[src/rtl/mhpm_csr.sv]
// Machine-mode performance counter CSR bank: mcycle, minstret, NUM_HPM event
// counters with selectors, mcountinhibit, and the user read-only shadows.
module mhpm_cnt #(
  parameter int W = 64
) (
  input  logic        clk,
  input  logic        rst,
  input  logic        inc_i,
  input  logic        wr_lo_i,
  input  logic        wr_hi_i,
  input  logic [31:0] wdata_i,
  output logic [31:0] lo_o,
  output logic [31:0] hi_o,
  output logic        ovf_o
);
  logic [W-1:0] cnt_q, cnt_d;
  logic         ovf_q, ovf_d;
  logic [63:0]  wide_q;
  logic [W:0]   sum;

  // Zero-extended 64-bit view; truncating back to W drops hi bits above W,
  // which also makes a hi write a no-op when W is 32.
  assign wide_q = 64'(cnt_q);
  assign sum    = {1'b0, cnt_q} + (W+1)'(1);

  always_comb begin
    cnt_d = cnt_q;
    ovf_d = 1'b0;
    if (wr_lo_i)      cnt_d = W'({wide_q[63:32], wdata_i});
    else if (wr_hi_i) cnt_d = W'({wdata_i, wide_q[31:0]});
    else if (inc_i) begin
      cnt_d = sum[W-1:0];
      ovf_d = sum[W];
    end
  end

  always_ff @(posedge clk or posedge rst) begin
    if (rst) begin
      cnt_q <= '0;
      ovf_q <= 1'b0;
    end else begin
      cnt_q <= cnt_d;
      ovf_q <= ovf_d;
    end
  end

  assign lo_o  = wide_q[31:0];
  assign hi_o  = wide_q[63:32];
  assign ovf_o = ovf_q;
endmodule

module mhpm_csr #(
  parameter int NUM_HPM    = 4,
  parameter int CNT_WIDTH  = 64,
  parameter int NUM_EVENTS = 8
) (
  input  logic                  clk,
  input  logic                  rst,
  input  logic                  csr_read,
  input  logic                  csr_write,
  input  logic [11:0]           csr_address,
  input  logic [31:0]           csr_writedata,
  output logic [31:0]           csr_readdata,
  output logic                  o_csr_hit,
  output logic                  o_csr_ro_write,
  input  logic                  i_instret,
  input  logic [NUM_EVENTS-1:0] i_events,
  output logic [NUM_HPM+2:0]    o_overflow
);
  localparam int NCNT  = NUM_HPM + 3;
  localparam int EVW   = $clog2(NUM_EVENTS + 1);
  localparam int HPM_N = (NUM_HPM > 0) ? NUM_HPM : 1;
  localparam logic [NCNT-1:0] INH_MASK = ~NCNT'(2);

  logic [NCNT-1:0][31:0]    lo, hi;
  logic [NCNT-1:0]          ovf;
  logic [NCNT-1:0]          inh_q, inh_d;
  logic [HPM_N-1:0][EVW-1:0] sel_q, sel_d;

  logic [4:0]  idx;
  logic        hi_half, sp_cnt, sp_shadow, sp_cfg;
  logic        cnt_hit, cfg_hit;
  logic [31:0] cnt_data, cfg_data;
  logic        unused_rd;

  // Reads have no side effects, so the read strobe is not needed.
  assign unused_rd = csr_read;

  assign idx       = csr_address[4:0];
  assign hi_half   = csr_address[7];
  assign sp_cnt    = (csr_address[11:8] == 4'hB) && (csr_address[6:5] == 2'b00);
  assign sp_shadow = (csr_address[11:8] == 4'hC) && (csr_address[6:5] == 2'b00);
  assign sp_cfg    = (csr_address[11:5] == 7'h19);

  always_comb begin
    cnt_hit  = 1'b0;
    cnt_data = '0;
    cfg_hit  = 1'b0;
    cfg_data = '0;
    for (int i = 0; i < NCNT; i++) begin
      if (i != 1 && idx == 5'(i)) begin
        cnt_hit  = 1'b1;
        cnt_data = hi_half ? hi[i] : lo[i];
      end
    end
    if (idx == 5'd0) begin
      cfg_hit  = 1'b1;
      cfg_data = 32'(inh_q);
    end
    for (int k = 0; k < NUM_HPM; k++) begin
      if (idx == 5'(k + 3)) begin
        cfg_hit  = 1'b1;
        cfg_data = 32'(sel_q[k]);
      end
    end
  end

  assign o_csr_hit      = ((sp_cnt || sp_shadow) && cnt_hit) || (sp_cfg && cfg_hit);
  assign o_csr_ro_write = csr_write && sp_shadow && cnt_hit;
  assign csr_readdata   = !o_csr_hit ? '0 : (sp_cfg ? cfg_data : cnt_data);

  // Out-of-range selectors are folded to 0 so they can never match an event.
  always_comb begin
    inh_d = inh_q;
    sel_d = sel_q;
    if (csr_write && sp_cfg) begin
      if (idx == 5'd0) inh_d = csr_writedata[NCNT-1:0] & INH_MASK;
      for (int k = 0; k < NUM_HPM; k++) begin
        if (idx == 5'(k + 3))
          sel_d[k] = (csr_writedata > 32'(NUM_EVENTS)) ? '0 : csr_writedata[EVW-1:0];
      end
    end
  end

  always_ff @(posedge clk or posedge rst) begin
    if (rst) begin
      inh_q <= '0;
      sel_q <= '0;
    end else begin
      inh_q <= inh_d;
      sel_q <= sel_d;
    end
  end

  for (genvar i = 0; i < NCNT; i++) begin : g_cnt
    if (i == 1) begin : g_time
      assign lo[i]  = '0;
      assign hi[i]  = '0;
      assign ovf[i] = 1'b0;
    end else begin : g_ctr
      logic inc, wr_lo, wr_hi, sel_w;
      assign sel_w = csr_write && sp_cnt && (idx == 5'(i));
      assign wr_lo = sel_w && !hi_half;
      assign wr_hi = sel_w && hi_half;
      if (i == 0) begin : g_cyc
        assign inc = !inh_q[0];
      end else if (i == 2) begin : g_ret
        assign inc = i_instret && !inh_q[2];
      end else begin : g_hpm
        logic ev;
        always_comb begin
          ev = 1'b0;
          for (int e = 0; e < NUM_EVENTS; e++)
            if (sel_q[i-3] == EVW'(e + 1) && i_events[e]) ev = 1'b1;
        end
        assign inc = ev && !inh_q[i];
      end
      mhpm_cnt #(.W(CNT_WIDTH)) u_cnt (
        .clk     (clk),
        .rst     (rst),
        .inc_i   (inc),
        .wr_lo_i (wr_lo),
        .wr_hi_i (wr_hi),
        .wdata_i (csr_writedata),
        .lo_o    (lo[i]),
        .hi_o    (hi[i]),
        .ovf_o   (ovf[i])
      );
    end
  end

  assign o_overflow = ovf;
endmodule

[config.mk]
export PLATFORM = sky130hd
export DESIGN_NAME = mhpm_csr
export DESIGN_NICKNAME = d
export VERILOG_FILES = /design/src/rtl/mhpm_csr.sv
export SDC_FILE = /design/constraint.sdc
export NUM_CORES = 2
export LEC_CHECK = 0
export BUFFER_PORTS_ARGS = -buffer_cell sky130_fd_sc_hd__buf_2
export CORE_MARGIN = 5
export CORE_UTILIZATION = 39
export CTS_CLUSTER_DIAMETER = 100
export DETAILED_ROUTE_END_ITERATION = 10
export GPL_ROUTABILITY_DRIVEN = 1
export PLACE_DENSITY = 0.53
export SLEW_MARGIN = 20
export SYNTH_ARGS = -nofsm -noshare
export SYNTH_HDL_FRONTEND = slang
export SYNTH_SLANG_ARGS = --single-unit
[constraint.sdc]
create_clock -name clk -period 20.5 [get_ports clk]
set_clock_uncertainty 0.05 [all_clocks]
set_input_delay 4.1 -clock clk [delete_from_list [all_inputs] [get_ports clk]]
set_output_delay 4.1 -clock clk [all_outputs]
set_load 0.1 [all_outputs]
==> reports/metrics.csv <==
metric,value,unit
status,completed,
preCtsSetupSlack,8630,ps
r2r_slack,17090,ps
worstPathArrival,7970,ps
nets,3536,
cp-endpoint,csr_readdata[3],
synth_top_area_share,35.7,%
syn_avg_cell_area,8.20,sq um
yosys-top-cells-count,"463 x nand2_1, 412 x dfrtp_1, 265 x nor2_1",
syn_nets,3582,
synth_edf_count,0,
crit_family,simple AND/OR/NAND/NOR gates,
synth_seq_cells,412,
rsz0062_at_grt,no,
place_area,30100,sq um
rows,99,
numCtsBuffers,53,
crit_path_start,csr_address[7],
area_delta_synth_final,10.6,%
wl,133,mm
hold_viol_final,0,
core_area,73200,sq um
grt_max_degree,135,
synth_most_common_cell,nand2_1,
root_buffer,clkbuf_16,
r2r.worst_path.cells,7,
report.final.slew_viol_count,0,
first_pass_iters,6,
grt_pass1_wl,192,mm
hpwlAfterDp,90.4,mm
worstReg2RegStart,g_cnt[3].g_ctr.u_cnt.cnt_q[0]$_DFFE_PP0P_,
die_x,282,microns
viasPerCell,6.77,
cp.required,16350,ps
crit_chain,buf_8 -> buf_12 -> nor4bb_1 -> nand2_1 -> nor2_1 -> o21ai_1 -> a211oi_1 -> buf_2,
ys.flop_type,dfrtp_1,
worst_slack,8380,ps
first_global_vias,27666,
reg2reg_to,g_cnt[3].g_ctr.u_cnt.cnt_q[40]$_DFFE_PP0P_,
drtIter0Drc,4351,
io_pins,98,
ys_async_sr_fraction,100,%
post-route-min-period,12120,ps
clock-sinks,412,
antenna_found_initial,13,
wl_per_cell,29.6,microns
fin_area,31900,sq um
tightest_slew,1210,ps
postRouteAntennaNets,0,
drv_cap,0,
die-area,79500,sq um
worstSkewPairLatency,630,ps
syn_area,28800,sq um
initial_core_util,39.4,%
yosys_warnings,0,
p_leak,12.4,nW
cts_resized,0,
synthesis.instances,3519,
cp_max_fo,134,
clkTransAtPathRegs,60,ps
ctsHoldBuffers,0,
finalCritPeriodShare,59.1,%
critical_path.startpoint_type,primary input,
htreeDepth,2,
critPathBufInv,3,
ys_seq_area_share,35.7,%
maxSlewHeadroom,18.4,%
die_height,282,microns
synth.distinct_cells,83,
yosys.area.top_type,dfrtp_1,
powerDensity,63.7,nW/um^2
slowest_stage,a211oi_1,
cts_max_path_buffers,3,
io_buffers,95,
cp.depth,8,
vias,30340,
max_freq,0.0825,GHz
ys_top_cells_by_area,"dfrtp_1 36%, mux2i_1 7.0%, nand2_1 6.0%",
crit_type,primary input to output port,
tns,0,ps
remaining_drc_errors,0,
grt-ovfl-total,0,
power,2.03,mW
setup_viol,0,
grt_usage,32.1,%
drive_gt1_share,9.41,%
crit_path_end_kind,output port,
postCtsSetupBuffers,0,
cts_tree,done,
ir_drop,0.0669,mV
hold_ws,492,ps
slowest_delay,830,ps
hold_class,flop to flop,
place_congestion,0.997,
worst min path at each step:
stage / from / to / slack [ps] / cells after the start
2_1_floorplan: g_cnt[0].g_ctr.u_cnt.cnt_q[44]$_DFFE_PP0P_ / g_cnt[0].g_ctr.u_cnt.cnt_q[44]$_DFFE_PP0P_ / 420 / 1
3_3_place_gp: g_cnt[0].g_ctr.u_cnt.cnt_q[10]$_DFFE_PP0P_ / g_cnt[0].g_ctr.u_cnt.cnt_q[10]$_DFFE_PP0P_ / 470 / 1
3_5_place_dp: g_cnt[0].g_ctr.u_cnt.cnt_q[10]$_DFFE_PP0P_ / g_cnt[0].g_ctr.u_cnt.cnt_q[10]$_DFFE_PP0P_ / 480 / 1
4_1_cts: g_cnt[0].g_ctr.u_cnt.cnt_q[10]$_DFFE_PP0P_ / g_cnt[0].g_ctr.u_cnt.cnt_q[10]$_DFFE_PP0P_ / 490 / 1
5_1_grt: g_cnt[0].g_ctr.u_cnt.cnt_q[10]$_DFFE_PP0P_ / g_cnt[0].g_ctr.u_cnt.cnt_q[10]$_DFFE_PP0P_ / 510 / 1
6_report: g_cnt[0].g_ctr.u_cnt.cnt_q[10]$_DFFE_PP0P_ / g_cnt[0].g_ctr.u_cnt.cnt_q[10]$_DFFE_PP0P_ / 490 / 1
logic make-up (layout without fill, tap and decap cells):
family,count (synthesis),count (layout),share of synthesized area [%]
other,1,5,0.0130
buffers and inverters,300,299,4.19
muxes,233,233,8.33
xor gates and xnor gates,122,122,3.70
and+or+nand+nor,1590,1590,28.0
adders and majority gates,6,6,0.260
AOI/OAI and AO/OA,855,855,19.7
DFF,412,412,35.7
worst register-to-register path, cell delays in order, from the launching register on:
cell	delay (ps)
dfrtp_1	470
ha_1	230
nand3_1	140
or2_2	420
nor3_1	950
nand4_1	520
o211ai_1	310
o311ai_0	180
where the power goes:
group          internal [mW]  switching [mW]
Clock                  0.587           0.403
Combinational         0.0492           0.122
Sequential             0.835          0.0349
through the flow:
step	util, %	cells
5_1_grt	43.6	4477
4_1_cts	43.6	4477
6_report	43.6	4481
2_1_floorplan	-	3519
3_3_place_gp	41.1	4377
3_5_place_dp	41.1	4377
metal layers:
metal | vias to the layer above | track usage (%) | wire [microns]
met5 | - | 0 | 27
met4 | 4 | 14.7 | 7370
met3 | 355 | 7.23 | 14500
met2 | 1782 | 46.3 | 55100
met1 | 14956 | 45.9 | 55600
li1 | 13243 | - | -
sequential cells by signal, summed over array words and instances, names as in the netlist:
| signal | count |
|---|---|
| g_cnt.g_ctr.u_cnt.cnt_q | 384 |
| g_cnt.g_ctr.u_cnt.ovf_o | 6 |
| inh_q | 6 |
| sel_q | 16 |
cell usage in the layout, fill, tap and decap left out, types with 66 or more instances in the layout:
cell type / n
nand2_1: 463
a21oi_1: 139
o22ai_1: 94
nand3_1: 227
o211ai_1: 97
buf_2: 94
and3_1: 74
dfrtp_1: 412
o311ai_0: 67
mux2i_1: 203
o21ai_0: 192
nor3_1: 113
nor2_1: 253
nand4_1: 140
buf_4: 68
and4_1: 66
final cells by class:
class	count	area [sq um]
antenna	4	10.0
clock buffer	87	1700
clock inverter	13	123
fill	7272	41300
inverter	34	135
multi-input combinational	2807	17400
sequential	412	10300
tap	959	1200
timing repair buffer	165	1030
Note: power is estimated with default switching activity, not from simulation.
